[config.mk]
export PLATFORM = sky130hd
export DESIGN_NAME = sample_loader
export DESIGN_NICKNAME = d
export VERILOG_FILES = /design/src/rtl/sample_loader_pkg.sv /design/src/rtl/sample_loader_elem_counter.sv /design/src/rtl/sample_loader.sv
export SDC_FILE = /design/constraint.sdc
export NUM_CORES = 1
export LEC_CHECK = 0
export CORE_AREA = 2 2 208 210
export CTS_CLUSTER_SIZE = 24
export DETAILED_ROUTE_END_ITERATION = 10
export DIE_AREA = 0 0 210 212
export SYNTH_ARGS = -nofsm -noshare
export SYNTH_HDL_FRONTEND = slang
export SYNTH_SLANG_ARGS = --single-unit
[constraint.sdc]
create_clock -name clk -period 3 [get_ports clk]
set_input_delay 0.45 -clock clk [delete_from_list [all_inputs] [get_ports clk]]
set_output_delay 0.45 -clock clk [all_outputs]
set_load 0.01 [all_outputs]
[src/rtl/sample_loader_pkg.sv]
// Shared definitions for the sample loader: default word width, FSM state
// encoding and the full-word RAM byte-enable pattern.
package sample_loader_pkg;

  // Fixed-point data word width used across the neural datapath.
  localparam int N_DEFAULT = 16;

  typedef enum logic [1:0] {
    IDLE   = 2'd0,
    LOAD_X = 2'd1,
    LOAD_T = 2'd2,
    DONE   = 2'd3
  } state_t;

  // Every RAM write stores a whole word.
  localparam logic [7:0] WE_ALL = 8'hFF;

endpackage

[src/rtl/sample_loader_elem_counter.sv]
// Modulo-M element counter with a same-cycle wrap pulse.
// Latency: value updates one cycle after en; wrap is combinational with en.
// Backpressure: none, counts only when en is high.
// Ports: clk, rst (sync, active-high), clr (sync clear), en (count),
//        value (current index 0..M-1), wrap (en on the last index).
module elem_counter
  import sample_loader_pkg::*;
#(
  parameter int M = 5,
  parameter int W = 32
) (
  input  logic         clk,
  input  logic         rst,
  input  logic         clr,
  input  logic         en,
  output logic [W-1:0] value,
  output logic         wrap
);

  assign wrap = en && (value == W'(M - 1));

  always_ff @(posedge clk) begin
    if (rst || clr) begin
      value <= '0;
    end else if (en) begin
      value <= wrap ? '0 : value + W'(1);
    end
  end

endmodule

[src/rtl/sample_loader.sv]
// Loads a batch of samples from a valid/ready stream into the x and t RAMs.
// Latency: RAM strobe one cycle after each transfer; done one cycle after the last t write.
// Backpressure: s_ready is high exactly while loading; stream words are ignored otherwise.
// Ports: clk/rst (sync active-high); start/batch begin a batch; s_data/s_valid/s_ready
//        input stream; x_addr/x_din/x_we and t_addr/t_din/t_we RAM write ports;
//        busy while loading; done one-cycle pulse; count = samples stored.
module sample_loader
  import sample_loader_pkg::*;
#(
  parameter int N     = N_DEFAULT,
  parameter int SX    = 5,
  parameter int SL    = 1,
  parameter int A     = 32,
  parameter int ASTEP = 4
) (
  input  logic          clk,
  input  logic          rst,
  input  logic          start,
  input  logic [N-1:0]  batch,
  input  logic [N-1:0]  s_data,
  input  logic          s_valid,
  output logic          s_ready,
  output logic [A-1:0]  x_addr,
  output logic [N-1:0]  x_din,
  output logic [7:0]    x_we,
  output logic [A-1:0]  t_addr,
  output logic [N*SL-1:0] t_din,
  output logic [7:0]    t_we,
  output logic          busy,
  output logic          done,
  output logic [N-1:0]  count
);

  localparam logic [A-1:0] STEP        = A'(ASTEP);
  localparam logic [A-1:0] SAMPLE_STEP = A'(SX * ASTEP);

  state_t state, state_nxt;

  logic [N-1:0]    batch_q;
  logic [N-1:0]    count_inc;
  logic [A-1:0]    x_base;   // address of element 0 of the current sample
  logic [A-1:0]    t_ptr;
  logic [N*SL-1:0] t_asm;
  logic [N*SL-1:0] t_asm_nxt;
  logic [A-1:0]    x_idx, t_idx;
  logic            x_wrap, t_wrap;
  logic            xfer, x_xfer, t_xfer, start_ok;

  assign busy      = (state == LOAD_X) || (state == LOAD_T);
  assign s_ready   = busy;
  assign xfer      = s_valid && s_ready;
  assign x_xfer    = xfer && (state == LOAD_X);
  assign t_xfer    = xfer && (state == LOAD_T);
  assign start_ok  = (state == IDLE) && start;
  assign count_inc = count + N'(1);

  elem_counter #(.M(SX), .W(A)) u_x_cnt (
    .clk   (clk),
    .rst   (rst),
    .clr   (start_ok),
    .en    (x_xfer),
    .value (x_idx),
    .wrap  (x_wrap)
  );

  elem_counter #(.M(SL), .W(A)) u_t_cnt (
    .clk   (clk),
    .rst   (rst),
    .clr   (start_ok),
    .en    (t_xfer),
    .value (t_idx),
    .wrap  (t_wrap)
  );

  // Target word lands in the lane selected by the target counter; the
  // assembled value including the current word is what gets written.
  always_comb begin
    t_asm_nxt = t_asm;
    for (int k = 0; k < SL; k++) begin
      if (t_idx == A'(k)) begin
        t_asm_nxt[N*k +: N] = s_data;
      end
    end
  end

  always_ff @(posedge clk) begin
    if (rst) begin
      state <= IDLE;
    end else begin
      state <= state_nxt;
    end
  end

  always_comb begin
    state_nxt = state;
    case (state)
      IDLE: begin
        if (start) begin
          state_nxt = (batch == '0) ? DONE : LOAD_X;
        end
      end
      LOAD_X: begin
        if (x_wrap) begin
          state_nxt = LOAD_T;
        end
      end
      LOAD_T: begin
        if (t_wrap) begin
          state_nxt = (count_inc == batch_q) ? DONE : LOAD_X;
        end
      end
      DONE:    state_nxt = IDLE;
      default: state_nxt = IDLE;
    endcase
  end

  always_ff @(posedge clk) begin
    if (rst) begin
      batch_q <= '0;
      count   <= '0;
      x_base  <= '0;
      t_ptr   <= '0;
      t_asm   <= '0;
      x_addr  <= '0;
      x_din   <= '0;
      x_we    <= '0;
      t_addr  <= '0;
      t_din   <= '0;
      t_we    <= '0;
      done    <= 1'b0;
    end else begin
      x_we <= '0;
      t_we <= '0;
      // Registered from the DONE state so it trails the last t strobe by one cycle.
      done <= (state == DONE);

      if (start_ok) begin
        batch_q <= batch;
        count   <= '0;
        x_base  <= '0;
        t_ptr   <= '0;
      end

      if (x_xfer) begin
        x_we   <= WE_ALL;
        x_din  <= s_data;
        x_addr <= x_base + x_idx * STEP;
        if (x_wrap) begin
          x_base <= x_base + SAMPLE_STEP;
        end
      end

      if (t_xfer) begin
        t_asm <= t_asm_nxt;
        if (t_wrap) begin
          t_we   <= WE_ALL;
          t_din  <= t_asm_nxt;
          t_addr <= t_ptr;
          t_ptr  <= t_ptr + STEP;
          count  <= count_inc;
        end
      end
    end
  end

endmodule
# Yosys cells after proc, flatten, opt, wreduce, memory -nomap -nowiden
# Cells that the tools add are included.
# word_totals
inputBits	36
output_inout_bits	131
reg_bits	291
wordCells	64
# op_classes
eq_ne	8
n_addsub	6
reduce_logical	14
mux	20
bitwise	1
# ops
op	count
$mux W32	8
$add A32 B1 Y32 const B	2
$mux W16	4
$add A32 B3 Y32 const B	1
$add A32 B32 Y32	1
$add A32 B5 Y32 const B	1
$eq A32 B3 Y1 const B	1
$logic_not A32 Y1	1
$add A16 B1 Y16 const B	1
$eq A16 B16 Y1	1
$logic_not A16 Y1	1
$mux W8	2
$mux W2	5
$pmux W2 S4	1
$logic_and A1 B1 Y1	6
$eq A2 B2 Y1 const B	2
$ne A2 B1 Y1 const B	2
$reduce_and A3 Y1	1
$eq A2 B1 Y1 const B	1
$logic_not A2 Y1	1
$logic_or A1 B1 Y1	2
$ne A2 B2 Y1 const B	1
$reduce_and A2 Y1	1
$reduce_or A2 Y1	1
$not A1 Y1	1

# Depth between registers and ports, before layout
# Gate-level depths: netlist of the first run.
# depth
ltp_word	7
mapped_depth	12
mapped_depth_nobuf	10

# Cells and area by module
# Synthesis of the first run repeated with hierarchy kept, for this count alone.
# hier_totals
hier_cells	1751
hier_area_um2	13982.2
# modules_own_cells
mod	n_inst	seq_area_each_um2	area_each_um2	cells_per_inst
sample_loader	1	4264.1	10767.8	1375
elem_counter at u_t_cnt	1	640.6	1609.0	187
elem_counter at u_x_cnt	1	640.6	1605.3	189

# Worst setup path after synthesis of the first run
# No wires, ideal clock.
# synth_timing
path_kind	register to register
from	register state[0]
to	register t_ptr[31]
path_slack_ps	287
stages_incl_launch_ff	11
period_less_slack_ps	2713
required_ps	2872
n_path_buf	1
arrival_time_ps	2585
cell_sequence	dfxtp_1 inv_1 ha_1 nand2_1 or3_1 buf_2 or4_4 or4_4 nand3_1 o21a_1 nor2_1
# synth_via
elab_chain_cells	7
# synth_rtl
element	line	source
start, declared	sample_loader.sv:37	state_t state, state_nxt;
start signal, assigned	sample_loader.sv:90	state <= state_nxt;
$eq A2 B1 Y1 / $eq A2 B2 Y1 (equally long branches)	sample_loader.sv:49, sample_loader.sv:53	
$logic_or A1 B1 Y1	sample_loader.sv:49	assign busy = (state == LOAD_X) || (state == LOAD_T);
$logic_and A1 B1 Y1	sample_loader.sv:51	assign xfer = s_valid && s_ready;
$logic_and A1 B1 Y1	sample_loader.sv:53	assign t_xfer = xfer && (state == LOAD_T);
$logic_and A1 B1 Y1	sample_loader_elem_counter.sv:20	assign wrap = en && (value == W'(M - 1));
$mux W32	sample_loader.sv:155	if (t_wrap) begin
$mux W32 *	sample_loader.sv:153	if (t_xfer) begin
end signal, assigned	sample_loader.sv:159	t_ptr <= t_ptr + STEP;
end, declared	sample_loader.sv:42	logic [A-1:0] t_ptr;
# Every way passes the cells marked *; elsewhere a longest branch is shown, timed or not.
# A chain may end at the register's enable or synchronous reset.

# Worst setup path after layout of the first run
# layout_timing
from	register x_base[2]
to	register x_addr[30]
# layout_via
elab_chain_cells	1
# layout_rtl
element	line	source
start, declared	sample_loader.sv:41	logic [A-1:0] x_base;
start signal, assigned	sample_loader.sv:149	x_base <= x_base + SAMPLE_STEP;
$add A32 B32 Y32	sample_loader.sv:147	x_addr <= x_base + x_idx * STEP;
end signal, assigned	sample_loader.sv:147	
end, declared	sample_loader.sv:23	output logic [A-1:0] x_addr,
# Every way passes these cells.

==> flow_summary.json, run 1 <==
{
  "tns_ps": 0,
  "crit_cells": 11,
  "syn_nets": 1655,
  "setup.worst_path.end": "x_addr[30]",
  "firstDrtPassIters": 5,
  "p_comb_frac": 0.157,
  "swShare": 0.274,
  "worstReg2RegStart": "x_base[2]",
  "grt_pass1_vias": 11200,
  "mostFrequentLayoutCells": "nand2_1 (289), dfxtp_1 (261), a21oi_1 (177)",
  "vias_per_cell": 5.04,
  "hold_violations": 0,
  "cts_tree": "built",
  "fin_crit_sh": 0.947,
  "place_area_um2": 15100,
  "worstPathRequired_ps": 3440,
  "grt_overflow": 0,
  "hold_depth": 5,
  "rows": 76,
  "crit_type": "flip-flop to flip-flop",
  "final_nets": 1841,
  "antenna_left": 0,
  "track_usage": 0.159,
  "clk_latency_ps": 560,
  "cts_hold_buffers": 0,
  "port_buffers": 166,
  "synth_seq_area_share": 0.416,
  "wl_mm": 36.3,
  "status": "complete, no violations",
  "critPathLaunch": "x_base[2]",
  "grt_pass1_wl_mm": 58.4,
  "cap_violations": 0,
  "p_total_mw": 9.26,
  "dp.cells": 2274,
  "grt_max_degree": 89,
  "core-area_um2": 42500,
  "cp_max_fo": 3,
  "die_y_um": 212,
  "ios": 167,
  "final_common_cell": "nand2_1",
  "root_buffer": "clkbuf_16",
  "instances_no_fill": 2333,
  "ys_ff_latch": 261,
  "internal_power_mw": 6.72,
  "worstPathCellList": "ha_1 -> fa_1 -> a211oi_2 -> o21bai_1 -> o21ai_1 -> buf_4 -> a21oi_1 -> a221o_1 -> o21bai_2 -> nor4b_1 -> o31a_1",
  "slew_headroom": 0.259,
  "hpwl_mm": 26.2,
  "cts_max_path_buffers": 3,
  "initial_core_util": 0.295,
  "clk_pin_slew_ps": 60,
  "max_stage_delay_ps": 430,
  "p_seq_frac": 0.396,
  "start_kind": "flip-flop",
  "crit_path_top_delay_cell": "fa_1",
  "ff2ff_path_depth": 11,
  "drtIter0Drc": 800,
  "fin_crit_ps": 2840,
  "hp-class": "input pin to flip-flop",
  "skew_ps": 16.2,
  "drive_gt1_frac": 0.0856,
  "layout_setup_ws_ps": 158,
  "cp_num_buf_inv": 1,
  "worstMarginPinSlew_ps": 1110,
  "die_area_um2": 44500,
  "synth-edff-count": 0,
  "power_density_nw_per_um2": 569,
  "drc": 0,
  "area_growth_pct": 29.5,
  "synth_cell_types": 57,
  "numCtsBuffers": 31,
  "cpLargestDelayFamily": "compound AO/OA/AOI/OAI gates",
  "antenna_cells": 0,
  "antenna_found_initial": 0,
  "worstReg2RegEnd": "x_addr[30]",
  "drv_slew": 0,
  "async_flop_share": 0,
  "syn-cell-area_um2": 12600,
  "utilization": 0.382,
  "syn-instance-count": 1577,
  "wl_per_cell_um": 15.6,
  "pwr-share-clk": 0.446,
  "ys.flop_type": "dfxtp_1",
  "dpl_worst_slack_ps": -125,
  "gp_congestion": 0.862,
  "final-setup-viol-count": 0,
  "syn_area_per_cell_um2": 7.96,
  "fmax_mhz": 352,
  "yosys_warnings": 0,
  "cp.arrival_ps": 3280,
  "num_vias": 11800,
  "reg2reg_slack_ps": 160,
  "net-switching-power_mw": 2.53,
  "max-vdd-ir-drop_mv": 0.434,
  "end_kind": "flip-flop",
  "h-tree-depth": 1,
  "final_cell_area_um2": 16300,
  "p_leak_nw": 5.95,
  "holdWs_ps": 378,
  "clock-sinks": 261,
  "die_w_um": 210
}
-- logic make-up after synthesis --
group | synth area share
AO/OA/AOI/OAI | 0.159
multiplexers | 0.00887
XOR/XNOR | 0.0705
AND/OR/NAND/NOR | 0.267
buffers and inverters | 0.0360
adder cells (fa/ha/maj) | 0.0425
flip-flops | 0.416
-- power by group through the flow --
stage	logic [mW]	registers, mW	clock network [mW]
floorplan	0.830	3.75	0
global placement	1.46	3.74	0
detailed placement	1.47	3.74	0
CTS	1.47	3.67	4.24
global route	1.61	3.68	4.38
finish	1.46	3.67	4.13
-- worst min-delay path: stages --
cell     delay [ps]
buf_4           120
inv_1            70
nand2_1          80
buf_4           140
a21oi_1          40
-- cell type report --
class	instances	area, um2
Tap cell	546	683
Multi-Input combinational cell	1211	6920
Timing Repair Buffer	239	2230
Clock buffer	39	846
Sequential cell	261	5230
Clock inverter	18	284
Fill cell	4270	26300
Inverter	19	71.3
-- routing by layer --
layer	global-route usage	routed length, um
met1	0.202	16100
met5	0	0
met3	0.0251	2060
met4	0.0533	960
met2	0.275	17200
-- worst min path at each step --
stage | to | start | slack (ps)
after floorplan | t_addr[0] | t_ptr[0] | 430
after global placement | x_addr[1] | x_base[1] | 440
after detailed placement | x_addr[1] | x_base[1] | 440
after CTS | u_x_cnt.value[1] | rst | 360
after global routing | t_din[11] | rst | 400
final | u_x_cnt.value[1] | rst | 380
-- flip-flops by register name, summed over array words and instances (netlist names) --
register and cells:
t_addr 32, x_din 16, x_we 1, x_addr 32
count 16, done 1, x_base 32, batch_q 16
t_ptr 32, t_din 16, u_x_cnt.value 32, u_t_cnt.value 32
t_we 1, state 2
-- repair_timing --
item	4_1_cts	5_1_grt
gates resized for setup	0	10
endpoints found under the setup margin	0	19
setup buffers	0	2
-- cells in the mapped netlist (all sizes together) (2+ instances only) --
library cell  number  area share
nor4b              6      0.0047
clkbuf            61       0.018
a21oi            177       0.071
dfxtp            261        0.42
o21a              14      0.0084
buf               25       0.012
and4              13      0.0091
o31ai              5      0.0030
xor2              58       0.040
o311ai             2      0.0014
o41ai              4      0.0028
ha                41       0.041
nor2b              9      0.0045
o31a               2      0.0014
nand3b             9      0.0054
or4                4      0.0030
xnor2             43       0.030
and2              22       0.011
nor3              17      0.0068
nor2             135       0.040
a22o               2      0.0014
or2                5      0.0025
o211ai            11      0.0066
nand3             77       0.031
a211o              2      0.0014
nor4              19      0.0095
mux2               9      0.0081
o21bai             5      0.0030
a31oi             12      0.0060
a2111o             2      0.0018
and3              33       0.016
or3               30       0.015
a21o              12      0.0072
inv               19      0.0057
nand4             34       0.017
o21ai             78       0.031
a221o              2      0.0016
nand2b             5      0.0025
a211oi            10      0.0060
nand2            289       0.086
No activity file was read; power rests on OpenSTA's default activity.
==> inputs of run 2 (changes only) <==
CORE_AREA = 2 2 248 177   (was 2 2 208 210)
DIE_AREA = 0 0 250 179   (was 0 0 210 212)
==> run 2 against run 1 <==
  * Hold slack got worse by 5.2 ps
  * First-iteration DRC count down 12%
  * Cell count barely moved
  * Count of clock-buffer cells in the layout is the same
  * Largest cell class unchanged
  * Highest routed layer is now met5
==> flow_summary.json, run 2 (synthesized netlist as in run 1, its figures left out) <==
{
  "worstPathCellList": "ha_1 -> a211o_1 -> a21oi_1 -> nor4_2 -> buf_4 -> o211ai_1 -> a21oi_1 -> or3_1 -> nand3_1 -> a21oi_1",
  "seq_area_um2": 5230,
  "instances_no_fill": 2335,
  "max_stage_delay_ps": 420,
  "crit_type": "flip-flop to flip-flop",
  "power_density_nw_per_um2": 535,
  "cts_tree": "built",
  "firstDrtPassIters": 5,
  "crit_path_top_delay_cell": "dfxtp_1",
  "cts_max_path_buffers": 3,
  "final_common_cell": "nand2_1",
  "cp.arrival_ps": 3240,
  "dp.cells": 2286,
  "num_vias": 11800,
  "drive_gt1_frac": 0.0800,
  "end_kind": "flip-flop",
  "cts_hold_buffers": 0,
  "cp_max_fo": 3,
  "multi_input_area_um2": 6920,
  "post_cts_buffers": 0,
  "worstMarginPinSlew_ps": 1010,
  "wl_mm": 38.0,
  "vias_per_cell": 5.04,
  "hpwl_mm": 27.6,
  "drtIter0Drc": 703,
  "fin_crit_ps": 2820,
  "grt_pass1_wl_mm": 59.7,
  "utilization": 0.375,
  "tns_ps": 0,
  "antenna_cells": 0,
  "wl_per_cell_um": 16.3,
  "rsz0062_at_grt": "false",
  "clock-sinks": 261,
  "slew_headroom": 0.321,
  "status": "complete, no violations",
  "hp-class": "input pin to flip-flop",
  "clk_pin_slew_ps": 60,
  "ios": 167,
  "die_w_um": 250,
  "port_buffers": 166,
  "grt_pass1_vias": 10900,
  "h-tree-depth": 1,
  "post_cts_resized": 0,
  "worstPathRequired_ps": 3420,
  "hold_violations": 0,
  "die_y_um": 179,
  "gp_congestion": 0.855,
  "dpl_worst_slack_ps": 10.5,
  "crit_top_cell": "a21oi_1",
  "numCtsBuffers": 28,
  "die_area_um2": 44800,
  "net-switching-power_mw": 2.47,
  "skew_ps": 15.3,
  "fmax_mhz": 355,
  "layout_setup_ws_ps": 180,
  "area_growth_pct": 27.9,
  "rows": 64,
  "core-area_um2": 42800,
  "p_seq_frac": 0.427,
  "drc": 0,
  "antenna_found_initial": 1,
  "antenna_left": 0,
  "start_kind": "flip-flop",
  "max-vdd-ir-drop_mv": 0.414,
  "track_usage": 0.165,
  "fillerInstances": 4394,
  "holdWs_ps": 373,
  "pwr-share-clk": 0.398,
  "fin_crit_sh": 0.940,
  "clk_latency_ps": 550,
  "cap_violations": 0,
  "root_buffer": "clkbuf_16",
  "drv_slew": 0,
  "p_leak_nw": 5.84,
  "final_nets": 1833,
  "swShare": 0.288,
  "grt_overflow": 0,
  "p_comb_frac": 0.175,
  "grt_max_degree": 120,
  "initial_core_util": 0.294,
  "final-setup-viol-count": 0,
  "mostFrequentLayoutCells": "nand2_1 (289), dfxtp_1 (261), a21oi_1 (177)",
  "internal_power_mw": 6.12
}
## run 2: metal layers
metal | wire (um) | global-route usage | share of wire
met5 | 8 | 0 | 0.00021
met4 | 597 | 0.0317 | 0.016
met3 | 2200 | 0.0319 | 0.058
met2 | 16600 | 0.260 | 0.44
met1 | 18500 | 0.236 | 0.49
## run 2: through the flow
step | instance area [um2] | total power, mW
CTS | 16000 | 8.72
detailed placement | 15100 | 5.26
floorplan | 12600 | 4.58
global placement | 15100 | 5.23
global route | 16100 | 8.98
finish | 16100 | 8.59
## run 2: layout make-up
cell class,instances,area share
Tap cell,561,0.0437
Inverter,19,0.00444
Multi-Input combinational cell,1211,0.431
Timing Repair Buffer,234,0.139
Sequential cell,261,0.326
Clock inverter,10,0.00507
Clock buffer,39,0.0513
## run 2: power by group through the flow
stage          logic (mW)  registers [mW]  clock network (mW)
6_report             1.50            3.67                3.42
5_1_grt              1.64            3.68                3.66
4_1_cts              1.52            3.67                3.53
3_5_place_dp         1.52            3.74                   0
3_3_place_gp         1.49            3.74                   0
2_1_floorplan       0.830            3.75                   0
## run 2: final timing paths
path                    startpoint         end  slack, ps  cells after the start
setup reg to reg  u_x_cnt.value[1]  x_addr[27]        180                     10
setup / recovery  u_x_cnt.value[1]  x_addr[27]        180                     10
hold reg to reg          x_base[1]   x_addr[1]        450                      2
hold / removal                 rst   t_ptr[31]        370                      2
## run 2: critical path, delay by kind of cell (launching register included)
family,cells,cell delay (ps)
AND/OR/NAND/NOR,3,580
adder cells (fa/ha/maj),1,280
AO/OA/AOI/OAI,5,1240
flip-flops,1,420
buffers and inverters,1,160
